**src/rtl/apb_arb_pkg.sv**
```systemverilog
// Shared types and widths for the APB request arbiter: FSM states,
// bus field widths and the latched command record.
package apb_arb_pkg;

  localparam int ADDR_W = 8;
  localparam int DATA_W = 8;
  localparam int ID_W   = 2;

  typedef enum logic [1:0] {
    ST_IDLE   = 2'd0,
    ST_SETUP  = 2'd1,
    ST_ACCESS = 2'd2,
    ST_DONE   = 2'd3
  } state_e;

  typedef struct packed {
    logic              write;
    logic [ID_W-1:0]   id;
    logic [ADDR_W-1:0] addr;
    logic [DATA_W-1:0] wdata;
  } cmd_t;

  // Wait-counter width; a disabled timeout still gets a 1-bit counter.
  function automatic int cnt_width(input int timeout);
    return (timeout == 0) ? 1 : $clog2(timeout + 1);
  endfunction

endpackage

```
**src/rtl/apb_request_arbiter_rr_picker.sv**
```systemverilog
// Combinational round-robin picker: searches from last_i+1 upward,
// wrapping modulo NREQ, and returns the first requester found.
module rr_picker #(
  parameter int NREQ = 4,
  localparam int IDX_W = $clog2(NREQ)
) (
  input  logic [NREQ-1:0]  req_i,
  input  logic [IDX_W-1:0] last_i,
  output logic [NREQ-1:0]  gnt_o,
  output logic [IDX_W-1:0] idx_o,
  output logic             any_o
);

  logic [IDX_W-1:0] cand;

  always_comb begin
    gnt_o = '0;
    idx_o = '0;
    any_o = 1'b0;
    cand  = '0;
    for (int k = 1; k <= NREQ; k++) begin
      cand = IDX_W'((int'(last_i) + k) % NREQ);
      if (!any_o && req_i[cand]) begin
        any_o       = 1'b1;
        gnt_o[cand] = 1'b1;
        idx_o       = cand;
      end
    end
  end

endmodule

```
**src/rtl/apb_request_arbiter.sv**
```systemverilog
// Round-robin arbiter sharing one APB master among NREQ requesters; one
// transfer in flight, with wait states, timeout abort and a done pulse.
module apb_request_arbiter
  import apb_arb_pkg::*;
#(
  parameter int NREQ    = 4,
  parameter int TIMEOUT = 16
) (
  input  logic                   clk,
  input  logic                   rst,
  input  logic [NREQ-1:0]        req,
  input  logic [NREQ-1:0]        req_write,
  input  logic [NREQ*ID_W-1:0]   req_id,
  input  logic [NREQ*ADDR_W-1:0] req_addr,
  input  logic [NREQ*DATA_W-1:0] req_wdata,
  output logic [NREQ-1:0]        gnt,
  output logic [NREQ-1:0]        done,
  output logic [DATA_W-1:0]      rsp_rdata,
  output logic                   rsp_err,
  output logic                   psel,
  output logic                   penable,
  output logic                   pwrite,
  output logic [ID_W-1:0]        pid,
  output logic [ADDR_W-1:0]      paddr,
  output logic [DATA_W-1:0]      pwdata,
  input  logic [DATA_W-1:0]      prdata,
  input  logic                   pready,
  input  logic                   pslverr,
  output state_e                 dbg_state
);

  localparam int   IDX_W = $clog2(NREQ);
  localparam int   CNT_W = cnt_width(TIMEOUT);
  localparam logic TO_EN = (TIMEOUT != 0);

  state_e            state_q;
  cmd_t              cmd_q;
  cmd_t              win_cmd;
  logic [NREQ-1:0]   gnt_q, done_q;
  logic [IDX_W-1:0]  idx_q, last_q;
  logic [CNT_W-1:0]  cnt_q, cnt_d;
  logic [DATA_W-1:0] rdata_q;
  logic              err_q, psel_q, penable_q;
  logic              to_hit;

  logic [NREQ-1:0]   pick_gnt;
  logic [IDX_W-1:0]  pick_idx;
  logic              pick_any;

  rr_picker #(.NREQ(NREQ)) u_picker (
    .req_i  (req),
    .last_i (last_q),
    .gnt_o  (pick_gnt),
    .idx_o  (pick_idx),
    .any_o  (pick_any)
  );

  // One-hot mux of the winning requester's command fields.
  always_comb begin
    win_cmd = '0;
    for (int i = 0; i < NREQ; i++) begin
      if (pick_gnt[i]) begin
        win_cmd.write = req_write[i];
        win_cmd.id    = req_id[i*ID_W +: ID_W];
        win_cmd.addr  = req_addr[i*ADDR_W +: ADDR_W];
        win_cmd.wdata = req_wdata[i*DATA_W +: DATA_W];
      end
    end
  end

  assign cnt_d  = cnt_q + CNT_W'(1);
  assign to_hit = TO_EN && (cnt_d == CNT_W'(TIMEOUT));

  always_ff @(posedge clk) begin
    if (rst) begin
      state_q   <= ST_IDLE;
      cmd_q     <= '0;
      gnt_q     <= '0;
      done_q    <= '0;
      idx_q     <= '0;
      last_q    <= IDX_W'(NREQ - 1);
      cnt_q     <= '0;
      rdata_q   <= '0;
      err_q     <= 1'b0;
      psel_q    <= 1'b0;
      penable_q <= 1'b0;
    end else begin
      done_q <= '0;
      case (state_q)
        ST_IDLE: begin
          if (pick_any) begin
            cmd_q   <= win_cmd;
            gnt_q   <= pick_gnt;
            idx_q   <= pick_idx;
            cnt_q   <= '0;
            psel_q  <= 1'b1;
            state_q <= ST_SETUP;
          end
        end
        ST_SETUP: begin
          penable_q <= 1'b1;
          state_q   <= ST_ACCESS;
        end
        ST_ACCESS: begin
          if (pready) begin
            rdata_q   <= cmd_q.write ? '0 : prdata;
            err_q     <= pslverr;
            psel_q    <= 1'b0;
            penable_q <= 1'b0;
            done_q    <= gnt_q;
            state_q   <= ST_DONE;
          end else if (to_hit) begin
            // Stalled slave: abort and report an error with no data.
            rdata_q   <= '0;
            err_q     <= 1'b1;
            psel_q    <= 1'b0;
            penable_q <= 1'b0;
            done_q    <= gnt_q;
            state_q   <= ST_DONE;
          end else begin
            cnt_q <= cnt_d;
          end
        end
        ST_DONE: begin
          last_q  <= idx_q;
          gnt_q   <= '0;
          state_q <= ST_IDLE;
        end
        default: state_q <= ST_IDLE;
      endcase
    end
  end

  assign gnt       = gnt_q;
  assign done      = done_q;
  assign rsp_rdata = rdata_q;
  assign rsp_err   = err_q;
  assign psel      = psel_q;
  assign penable   = penable_q;
  assign pwrite    = cmd_q.write;
  assign pid       = cmd_q.id;
  assign paddr     = cmd_q.addr;
  assign pwdata    = cmd_q.wdata;
  assign dbg_state = state_q;

endmodule

```
**config.mk**
```make
export PLATFORM = sky130hd
export DESIGN_NAME = apb_request_arbiter
export DESIGN_NICKNAME = d
export VERILOG_FILES = /design/src/rtl/apb_arb_pkg.sv /design/src/rtl/apb_request_arbiter_rr_picker.sv /design/src/rtl/apb_request_arbiter.sv
export SDC_FILE = /design/constraint.sdc
export NUM_CORES = 1
export LEC_CHECK = 0
export CAP_MARGIN = 0
export CORE_AREA = 2 2 94 96
export CTS_CLUSTER_DIAMETER = 80
export CTS_CLUSTER_SIZE = 12
export DETAILED_ROUTE_END_ITERATION = 10
export DIE_AREA = 0 0 96 98
export PLACE_DENSITY_LB_ADDON = 0.15
export SYNTH_ARGS = -nofsm -noshare
export SYNTH_HDL_FRONTEND = slang
export SYNTH_SLANG_ARGS = --single-unit
```
**constraint.sdc**
```tcl
create_clock -name clk -period 4.93 [get_ports clk]
set_input_delay 0.7395 -clock clk [delete_from_list [all_inputs] [get_ports clk]]
set_output_delay 0.7395 -clock clk [all_outputs]
set_load 0.005 [all_outputs]
```
# Yosys cells after proc, flatten, opt, wreduce, memory -nomap -nowiden
# Index checks and enable logic that the tools add are counted.
# word_totals
reg_bits	49
in_bits	92
output_inout_bits	40
wordCells	116
# classes
n_addsub	5
n_lt_le_gt_ge	8
eq_ne	8
muxes	54
n_bitwise	4
n_reduce_logical	23
# op_table
operator	n
$mux W19	4
$mux W4	7
$mux W8	3
$mux W1	17
$mux W5	3
$mux W2	7
$lt A2 B3 Y1 const B	4
$or A4 B4 Y4	3
$pmux W5 S2	1
$reduce_and A2 Y1	5
$bmux W1 S2	4
$demux W1 S2	4
$ge A2 B1 Y1 const B	4
$pmux W2 S4	1
$pmux W4 S2	1
$reduce_bool A2 Y1	4
$logic_and A1 B1 Y1	7
$ne A2 B2 Y1 const B	3
$add A5 B1 Y5 const B	1
$eq A5 B5 Y1 const B	1
$add A2 B1 Y2 const B	2
$add A2 B2 Y2 const B	2
$eq A2 B2 Y1 const B	2
$pmux W1 S2	2
other kinds (8)	10

# Longest topological paths before layout
# Gate-level depths: netlist of the first run.
# logic_depth
word_depth	17
ltp_mapped	12
depth_no_buf	8

# Cells and area by module
# A second synthesis of the first run with hierarchy kept.
# hier_totals
cells_unflattened	362
hier_area_um2	2962.8
# modules_own_cells
mod	n_inst	cells_per_inst	area_per_inst_um2	seq_area_each_um2
apb_request_arbiter	1	294	2437.3	980.9
rr_picker	1	68	525.5	0.0

# Worst setup path after synthesis of the first run
# Ideal clock, no wire load.
# synth_timing
kind	reg-to-reg
start	register last_q[0]
end	register cmd_q (netlist bit paddr[0])
setup_time_ns	0.127
t_arrival_ns	2.720
required_ns	4.803
slack_ns	2.083
stages_incl_launch_ff	12
path_buffers	4
synth_period_minus_slack_ns	2.847
cell_sequence	dfxtp_1 > buf_6 > inv_1 > ha_1 > buf_2 > mux4_2 > buf_6 > and2_1 > a221o_2 > buf_4 > a221oi_2 > a211oi_2
# synth_via
elab_chain_cells	17
elab_cells_between_ends	54
cone_classes	4 x add/sub; 8 x order compare; 28 x mux; 3 x bitwise; 11 x reduce/logical
# synth_lines
element	line_no	source
start: declaration	apb_request_arbiter.sv:40	logic [IDX_W-1:0] idx_q, last_q;
start signal: assignment	apb_request_arbiter.sv:81	last_q <= IDX_W'(NREQ - 1);
start signal: assignment	apb_request_arbiter.sv:125	last_q <= idx_q;
parallel branches: the longest is 17 deep, another holds $lt A2 B3 Y1	-	
end signal: assignment	apb_request_arbiter.sv:92	cmd_q <= win_cmd;
end: declaration	apb_request_arbiter.sv:37	cmd_t cmd_q;
# Parallel ways; which one is timed is not known. The select of a mux whose other input is x is not followed.
# A chain may end at the register's enable or synchronous reset.

# Final worst setup path of the first run
# layout_timing
start	register last_q[0]
end	register cmd_q (netlist bit pwdata[4])
# The elaborated chain is that of the path after synthesis.

==> impl_results.md, run 1 <==
* Max Root-Sink Buffers at 2
* Clk root buf: clkbuf_8
* Routability cong. at 0.8977
* # port buffers at 131
* Die ar. at 9408 um2
* Setup_tns at 0 ns
* Max-Cap Viols at 0
* DRT antenna net count at 0
* Maximum vdd drop at 0.2736 mV
* WS Path Type: flop to flop
* Clock share of power at 13.7%
* Post-Route WL at 11520 um
* Grt total ovfl at 0
* Mean area per synthesized cell at 9.161 um2
* Clk_skew at 0.01823 ns
* Post-synth ARST share at 0%
* ANT cells at 0
* H-tree Lvls at 2
* Slew margin rel. at 34.29%
* Post-route minimum period at 3.714 ns
* Initial antenna violation count at 0
* Reg clk slew, reported paths at 0.09 ns
* RSZ-0062 raised after global routing: no
* Synth cell types at 58
* Worst-Margin Slew at 0.9857 ns
* Vias per std cell at 5.879
* Final period util at 75.33%
* Row cnt at 34
* Post-synth EDFFs at 0
* Area grow syn2layout at 36.62%
* Post-CTS Setup Inserts at 0
* Vias in the first global route at 3548
* Hold Crit Class: flop to flop
* Arrival time worst endpoint at 3.94 ns
* Final Slew Violations at 0
* Avg WL per Cell at 18.79 um
* Dpl hpwl at 8344 um
* Initial core utilization at 43.07%
* Status: finished clean
* CTS tree: built
* Post-CTS sizing at 0
* #FFs+latches synth at 49
* Flop pwr share at 28.5%
* Switching power at 0.9367 mW
* First-pass GRT wire length at 17980 um
* Post-CTS Hold Fix Bufs at 0
* Die Y at 98 um
* First DRT Iteration DRCs at 184
* Hold WS at 0.4656 ns
* Primary FF master, synth: dfxtp_1
* Cell-internal power at 1.306 mW
* Post-synthesis instance total at 398
* Setup violators final at 0
* Worst setup EP type: flop
* Crit start category: flop
* Synth warn at 0
* # DRC at 0
* Comb power frac at 57.9%
* Grt peak-use layer: met2
* Net Count, Synth at 504
* CTS sink cnt at 49
* Crit path max fanout at 20
* Sequential fraction of the synthesis area at 26.90%
* Net Sw Frac at 41.77%
* Skew-Pair Late Insertion Delay at 0.31 ns
* Die width at 96 um
* Share of cells above drive strength 1 at 13.86%
* PwrDens at 450.2 nW/um2
* Max Clk Rate at 0.2693 GHz
* Largest net degree at the start of global routing at 26
* Met3 Use GR at 4.090%
* Core footprint at 8466 um2
* Worst path required time at 5.15 ns
* CTS buffer count at 5
* Met2 usage at 39.48%
* Via total after detailed routing at 3604
* Total GRT Usage at 24.33%
* Syn Std Cell Area at 3646 um2
* Number of I/O pins at 132
* Static leakage at 1.801 nW
* Grt met1 use at 32.28%
* Final nets at 610
* Pre-antenna DRT Iters at 6
* Hold Fails Final Rpt at 0
-- final cells by class --
class	instances	area, um2
inverter	31	116.4
fill	761	3485
clock inverter	1	30.03
multi-input combinational	280	2276
timing repair buffer	137	1356
sequential	49	980.9
clock buffer	7	86.33
tap	108	135.1
-- routing by layer --
metal	vias to the layer above	wire (um)
met2	160	5381
met1	1703	5102
li1	1727	-
met4	0	250
met5	-	0
met3	14	785
-- cells in the mapped netlist, types with 3 or more instances --
master | n | area share [%]
a21boi_1 | 19 | 3.9
nand3b_1 | 4 | 0.82
buf_6 | 10 | 3.1
a22o_1 | 8 | 1.9
and2_1 | 7 | 1.2
dfxtp_1 | 49 | 27
o211ai_1 | 23 | 4.7
nor2_1 | 16 | 1.6
a21oi_1 | 12 | 1.6
inv_1 | 30 | 3.1
clkbuf_1 | 10 | 1.0
ha_1 | 14 | 4.8
mux4_2 | 3 | 1.9
nor3_1 | 25 | 3.4
nand2_1 | 13 | 1.3
o21ai_0 | 26 | 3.6
buf_4 | 10 | 2.1
a22oi_1 | 8 | 1.6
buf_2 | 4 | 0.55
a211oi_2 | 19 | 6.5
o31ai_1 | 20 | 4.1
a221oi_2 | 19 | 7.8
nand3_1 | 3 | 0.41
mux2i_1 | 4 | 1.1
-- cells by family after synthesis --
| group | Yosys count | share of synthesized area, % |
|---|---|---|
| adder cells (fa/ha/maj) | 14 | 4.804 |
| multiplexers | 8 | 3.260 |
| buffers and inverters | 69 | 10.74 |
| AND/OR/NAND/NOR | 81 | 11.81 |
| AO/OA/AOI/OAI | 177 | 42.49 |
| flip-flops | 49 | 26.90 |
-- cell usage in the layout, fill, tap and decap left out, types with 2 or more instances in the layout --
| cell type | n |
|---|---|
| clkdlybuf4s50_1 | 131 |
| dfxtp_1 | 49 |
| inv_1 | 30 |
| o21ai_0 | 26 |
| nor3_1 | 25 |
| o211ai_1 | 23 |
| o31ai_1 | 20 |
| a21boi_1 | 19 |
| a221oi_2 | 19 |
| a211oi_2 | 19 |
| nor2_1 | 16 |
| ha_1 | 14 |
| nand2_1 | 13 |
| a21oi_1 | 12 |
| a22o_1 | 8 |
| a22oi_1 | 8 |
| and2_1 | 7 |
| clkbuf_8 | 6 |
| buf_4 | 6 |
| nand3b_1 | 4 |
| mux2i_1 | 4 |
| mux4_2 | 3 |
| nand3_1 | 3 |
| o21ai_2 | 2 |
| a221oi_4 | 2 |
| a221o_2 | 2 |
| nor2b_1 | 2 |
| o22ai_1 | 2 |
| o311ai_0 | 2 |
-- metrics by stage --
stage	instances	worst slack, ns	power [mW]	cell area (um2)	util (%)
2_1_floorplan	398	2.083	1.494	3646	-
3_3_place_gp	605	1.357	1.915	4865	57.46
3_5_place_dp	605	1.235	1.934	4865	57.46
4_1_cts	613	1.245	2.245	4981	58.84
5_1_grt	613	0.9740	2.397	4981	58.84
6_report	613	1.216	2.243	4981	58.84
-- path summary, 6_finish.rpt --
| kind | endpoint | cells after the start | slack, ns | from |
|---|---|---|---|---|
| max | pwdata[4] | 8 | 1.22 | last_q[0] |
| min reg2reg | idx_q[0] | 2 | 0.47 | idx_q[0] |
| max reg2reg | pwdata[4] | 8 | 1.22 | last_q[0] |
| min | idx_q[0] | 2 | 0.47 | idx_q[0] |
-- power groups by stage --
stage	Sequential [mW]	Combinational (mW)	Clock (mW)
after global placement	0.640	1.28	0
after floorplan	0.627	0.868	0
after CTS	0.637	1.30	0.310
after detailed placement	0.643	1.29	0
final	0.638	1.30	0.306
after global routing	0.656	1.41	0.328
-- sequential cells by signal, summed over array words and instances (netlist names), 4 cells and up --
name / count
cnt_q: 5
done: 4
gnt: 4
paddr: 8
pwdata: 8
rsp_rdata: 8
-- critical path: stages, from the launching register on --
cell and delay, ns:
dfxtp_1 0.68, inv_1 0.24, ha_1 0.50, mux4_2 0.68, a21oi_1 0.53, buf_4 0.30, or3_4 0.30, o211ai_1 0.16
a211oi_2 0.24
Note: power is estimated with default switching activity, not from simulation.
==> inputs of run 2 (changes only) <==
==> constraint.sdc (replaced) <==
create_clock -name clk -period 3.8 [get_ports clk]
set_input_delay 0.57 -clock clk [delete_from_list [all_inputs] [get_ports clk]]
set_output_delay 0.57 -clock clk [all_outputs]
set_load 0.005 [all_outputs]
==> run 2 against run 1 <==
Clock skew shrank 0.014 ns. Clock power grew 27%. Register-to-register slack lost 0.40 ns. Global-route usage shrank 0.91 points. Highest routed layer unchanged. Utilization grew 0.87 points. Die area is the same. Final cell count grew 0.98%. Power grew 32%. Non-clock buffer count grew 6. Worst setup slack lost 0.45 ns.
==> impl_results.md, run 2 (synthesis gave the netlist of run 1 again) <==
* Skew-Pair Late Insertion Delay at 0.30 ns (about the same)
* R2R Path Start: last_q[0]
* First-pass GRT wire length at 17680 um (-1.7%)
* Die width at 96 um (unchanged)
* Max Clk Rate at 0.3298 GHz
* Static leakage at 1.837 nW (+2.0%)
* Cell-internal power at 1.737 mW (+33%)
* Initial antenna violation count at 0 (unchanged)
* Worst-Margin Slew at 0.9093 ns (-0.07640 ns)
* First DRT Iteration DRCs at 138 (-25%)
* Total power at 2.956 mW (+32%)
* Final nets at 616 (+0.98%)
* Share of cells above drive strength 1 at 15.07% (+1.2 points)
* DRT antenna net count at 0 (unchanged)
* Max-Cap Viols at 0 (unchanged)
* ANT cells at 0 (unchanged)
* Via total after detailed routing at 3664 (+1.7%)
* Net Sw Frac at 41.25% (-0.52 points)
* Setup_tns at 0 ns (unchanged)
* Post-route minimum period at 3.033 ns
* Post-Route WL at 11220 um (-2.6%)
* Number of I/O pins at 132 (unchanged)
* CTS sink cnt at 49 (unchanged)
* R2r worst-path depth at 9 (+1)
* Final Slew Violations at 0 (unchanged)
* Hold-critical path endpoint: idx_q[0]
* Hold Crit Class: flop to flop
* Slew margin rel. at 38.92% (+4.6 points)
* Clk root buf: clkbuf_8
* Comb power frac at 59.3% (+1.4 points)
* Pre-antenna DRT Iters at 4 (-2)
* Flop2flop setup slack at 0.82 ns (-0.40 ns)
* Hold path depth at 2 (unchanged)
* Setup violators final at 0 (unchanged)
* Core footprint at 8466 um2 (unchanged)
* Arrival time worst endpoint at 3.26 ns (-0.68 ns)
* Vias per std cell at 5.919 (+0.68%)
* Reg clk slew, reported paths at 0.09 ns (about the same)
* Initial core utilization at 43.07% (unchanged)
* Vias in the first global route at 3568 (+0.56%)
* Commonest non-fill, non-tap cell in the layout: clkdlybuf4s50_1
* Most frequent cells in the layout: clkdlybuf4s50_1, dfxtp_1, inv_1
* Area grow syn2layout at 38.64%
* RSZ-0062 raised after global routing: no
* Routability cong. at 0.8982 (about the same)
* Clock share of power at 13.2% (-0.5 points)
* Switching power at 1.220 mW (+30%)
* Final period util at 79.80%
* Status: finished clean
* Filler Cell Count at 767 (+0.79%)
* CTS tree: built
* Die ar. at 9408 um2 (unchanged)
* Row cnt at 34 (unchanged)
* Flop pwr share at 27.6% (-0.9 points)
* Clk_skew at 0.004107 ns (-0.01412 ns)
* CTS buffer count at 5 (unchanged)
* Worst setup EP type: flop
* Avg WL per Cell at 18.12 um (-3.6%)
* Post-CTS Setup Inserts at 0 (unchanged)
* H-tree Lvls at 2 (unchanged)
* PwrDens at 584.9 nW/um2 (+30%)
* WS Path Type: primary input to flop
* Hold_sp: idx_q[0]
* Post-CTS sizing at 0 (unchanged)
* Die Y at 98 um (unchanged)
* Grt total ovfl at 0 (unchanged)
* Post-CTS Hold Fix Bufs at 0 (unchanged)
* Dpl hpwl at 8115 um (-2.8%)
* Crit path max fanout at 20 (unchanged)
* Max Root-Sink Buffers at 2 (unchanged)
* Worst path required time at 4.02 ns (-1.13 ns)
* # DRC at 0 (unchanged)
* Largest net degree at the start of global routing at 31 (+19%)
* Total GRT Usage at 23.42% (-0.91 points)
* # port buffers at 131 (unchanged)
* Maximum vdd drop at 0.3817 mV (+40%)
* Hold Fails Final Rpt at 0 (unchanged)
* Crit start category: primary input
* Reg2reg end: pwdata[7]
## run 2: changes by cell type in the layout (fill, tap and decap cells not counted)
cell	before	now
buf_4	6	10
clkinvlp_4	0	1
buf_12	0	2
clkbuf_1	1	0
## run 2: worst max-delay path by stage
stage          startpoint       end  cells after the start
2_1_floorplan   last_q[0]  paddr[0]                     11
3_3_place_gp       req[2]    pwrite                      7
3_5_place_dp       req[2]  paddr[7]                      7
4_1_cts            req[2]  paddr[7]                      7
5_1_grt            req[3]  paddr[7]                      7
6_report           req[2]  paddr[7]                      7
## run 2: critical path, stage by stage
cell and delay, ns:
clkdlybuf4s50_1 0.65, or3b_1 0.38, a2111o_1 0.50, nand2_4 0.15, a221o_2 0.60, a221oi_2 0.13
a211oi_2 0.27
## run 2: routing by layer
layer | GRT usage (%) | up-vias | wire, um
li1 | - | 1750 | -
met1 | 32.34 | 1740 | 5026
met2 | 37.29 | 163 | 5127
met3 | 4.167 | 11 | 915
met4 | 6.484 | 0 | 146
met5 | 0 | - | 0
## run 2: power groups by stage
stage	sequential, mW	combinational (mW)	clock, mW
2_1_floorplan	0.813	1.13	0
3_3_place_gp	0.820	1.71	0
3_5_place_dp	0.824	1.74	0
4_1_cts	0.816	1.75	0.398
5_1_grt	0.838	1.89	0.418
6_report	0.815	1.75	0.389
## run 2: through the flow
stage	area, um2	std cells	util, %	worst slack (ns)	hold slack, ns
floorplan	3646	398	-	0.9531	0.4322
global placement	4935	611	58.29	0.5940	0.4452
detailed placement	4935	611	58.29	0.4628	0.4502
CTS	5055	619	59.71	0.7867	0.4636
global route	5055	619	59.71	0.6544	0.4924
finish	5055	619	59.71	0.7675	0.4637
## run 2: layout make-up
type                            count  area [um2]  share of cell area (%)
Clock buffer                        6       82.58                   1.634
Clock inverter                      2       37.54                  0.7426
Inverter                           31       116.4                   2.302
Multi-Input combinational cell    280        2276                   45.02
Sequential cell                    49       980.9                   19.41
Tap cell                          108       135.1                   2.673
Timing Repair Buffer              143        1426                   28.22
==> inputs of run 3 (changes only) <==
==> constraint.sdc (replaced) <==
create_clock -name clk -period 3.06 [get_ports clk]
set_input_delay 0.459 -clock clk [delete_from_list [all_inputs] [get_ports clk]]
set_output_delay 0.459 -clock clk [all_outputs]
set_load 0.005 [all_outputs]
==> run 3 against run 2 <==
Sequential share of layout area decreased by 0.27 points. Cell area is 1.4% higher. Critical path depth decreased by 1. Sequential power increased by 24%. Worst setup slack worse by 0.57 ns. Die area is the same. Non-clock buffer count increased by 9.
==> impl_results.md, run 3 (synthesis gave the netlist of run 1 again) <==
* Status: finished clean
* Post-route minimum period at 2.867 ns
* Skew-Pair Late Insertion Delay at 0.30 ns (about the same)
* Area grow syn2layout at 40.63%
* Post-Route WL at 11610 um (+3.5%)
* Layout Cells excl Fill at 628 (+1.5%)
* Routability cong. at 0.9012 (+0.33%)
* Static leakage at 1.876 nW (+2.1%)
* Via total after detailed routing at 3628 (-0.98%)
* Post-CTS Hold Fix Bufs at 0 (unchanged)
* Worst path required time at 3.29 ns (-0.73 ns)
* First DRT Iteration DRCs at 180 (+30%)
* Avg WL per Cell at 18.48 um (+2.0%)
* Number of I/O pins at 132 (unchanged)
* Arrival time worst endpoint at 3.10 ns (-0.16 ns)
* RSZ-0062 raised after global routing: no
* Dpl hpwl at 8380 um (+3.3%)
* Total power at 3.642 mW (+23%)
* Final Slew Violations at 0 (unchanged)
* Most frequent cells in the layout: clkdlybuf4s50_1, dfxtp_1, inv_1
* Crit-path cells: inv_1 > ha_1 > mux4_2 > a221oi_4 > o211ai_1 > a211oi_2
* # port buffers at 131 (unchanged)
* Share of cells above drive strength 1 at 16.35% (+1.3 points)
* Initial core utilization at 43.07% (unchanged)
* CTS tree: built
* Setup violators final at 0 (unchanged)
* Slowest CP cell: a221oi_4
* Post-CTS Setup Inserts at 0 (unchanged)
* Max-Cap Viols at 0 (unchanged)
* Final core utilization at 60.57% (+0.86 points)
* Die width at 96 um (unchanged)
* Max Root-Sink Buffers at 2 (unchanged)
* CTS sink cnt at 49 (unchanged)
* WS Path Type: flop to flop
* Hold path depth at 2 (unchanged)
* Pre-antenna DRT Iters at 4 (unchanged)
* Core footprint at 8466 um2 (unchanged)
* Hold Fails Final Rpt at 0 (unchanged)
* Die ar. at 9408 um2 (unchanged)
* First-pass GRT wire length at 18110 um (+2.4%)
* Commonest non-fill, non-tap cell in the layout: clkdlybuf4s50_1
* Reg clk slew, reported paths at 0.09 ns (about the same)
* Maximum vdd drop at 0.4404 mV (+15%)
* Total GRT Usage at 24.21% (+0.79 points)
* PwrDens at 710.3 nW/um2 (+21%)
* Peak per-stage delay on the critical path at 0.80 ns (+0.15 ns)
* Flop2flop setup slack at 0.19 ns (-0.63 ns)
* Initial antenna violation count at 0 (unchanged)
* CTS buffer count at 5 (unchanged)
* # DRC at 0 (unchanged)
* Largest net degree at the start of global routing at 31 (unchanged)
* Crit start category: flop
* Clk root buf: clkbuf_8
* Placed Instances at 619 (+1.3%)
* Grt total ovfl at 0 (unchanged)
* Worst-Margin Slew at 0.9277 ns (+0.01843 ns)
* Hold Crit Class: flop to flop
* Vias per std cell at 5.777 (-2.4%)
* Die Y at 98 um (unchanged)
* Crit path max fanout at 19 (-5.0%)
* Worst setup EP type: flop
* Stages on worst setup path at 6 (-1)
* DRT antenna net count at 0 (unchanged)
* Clk_skew at 0.003333 ns (-0.0007734 ns)
* ANT cells at 0 (unchanged)
* Final nets at 625 (+1.5%)
* CP delay by family, top: compound AO/OA/AOI/OAI gates
* WP buf/inv at 1 (unchanged)
* Final period util at 93.69%
* Slew margin rel. at 37.68% (-1.2 points)
* Row cnt at 34 (unchanged)
* Post-CTS sizing at 0 (unchanged)
* R2r worst-path depth at 6 (-3)
* Max Clk Rate at 0.3488 GHz
* Vias in the first global route at 3500 (-1.9%)
* H-tree Lvls at 2 (unchanged)
==> run 3: cell count changes in the layout (fill, tap and decap cells not counted), sizes merged <==
cell,change
clkinvlp,+1
bufinv,-1
buf,+9
==> run 3: per-layer routing <==
layer / vias to the layer above / GRT usage [%] / part of all wire (%)
li1: 1764 / - / -
met5: - / 0 / 0
met2: 148 / 38.84 / 46
met1: 1702 / 32.82 / 44
met3: 14 / 4.707 / 8.3
met4: 0 / 6.923 / 1.8
==> run 3: path summary, 6_finish.rpt <==
kind,startpoint,endpoint
max,last_q[0],pwrite
min,idx_q[1],idx_q[1]
max reg2reg,last_q[0],pwrite
min reg2reg,idx_q[1],idx_q[1]
==> run 3: report_power, final <==
part	leakage (nW)	internal [mW]	switching, mW
clock	0.0374	0.162	0.229
combinational	1.44	1.11	1.13
sequential	0.400	0.834	0.178
==> run 3: layout make-up <==
class / count / area, um2
clock inverters: 2 / 15.01
inverters: 31 / 116.4
well taps: 108 / 135.1
fillers: 743 / 3338
repair buffers: 152 / 1531
multi-input cells: 280 / 2276
flip-flops and latches: 49 / 980.9
clock buffers: 6 / 72.57
==> run 3: tightest hold or removal path: stages, from the launching register on <==
cell	delay (ns)
dfxtp_1	0.32
nand2_1	0.05
a21oi_1	0.05
==> run 3: stage by stage <==
stage | TNS [ns] | hold slack (ns) | instance area [um2] | setup slack (ns)
5_1_grt | 0 | 0.4880 | 5127 | 0.04246
4_1_cts | 0 | 0.4665 | 5107 | 0.1166
6_report | 0 | 0.4658 | 5127 | 0.1932
3_3_place_gp | -0.02151 | 0.4418 | 5020 | -0.01416
2_1_floorplan | 0 | 0.4322 | 3646 | 0.2131
3_5_place_dp | -0.9438 | 0.4542 | 5020 | -0.06509
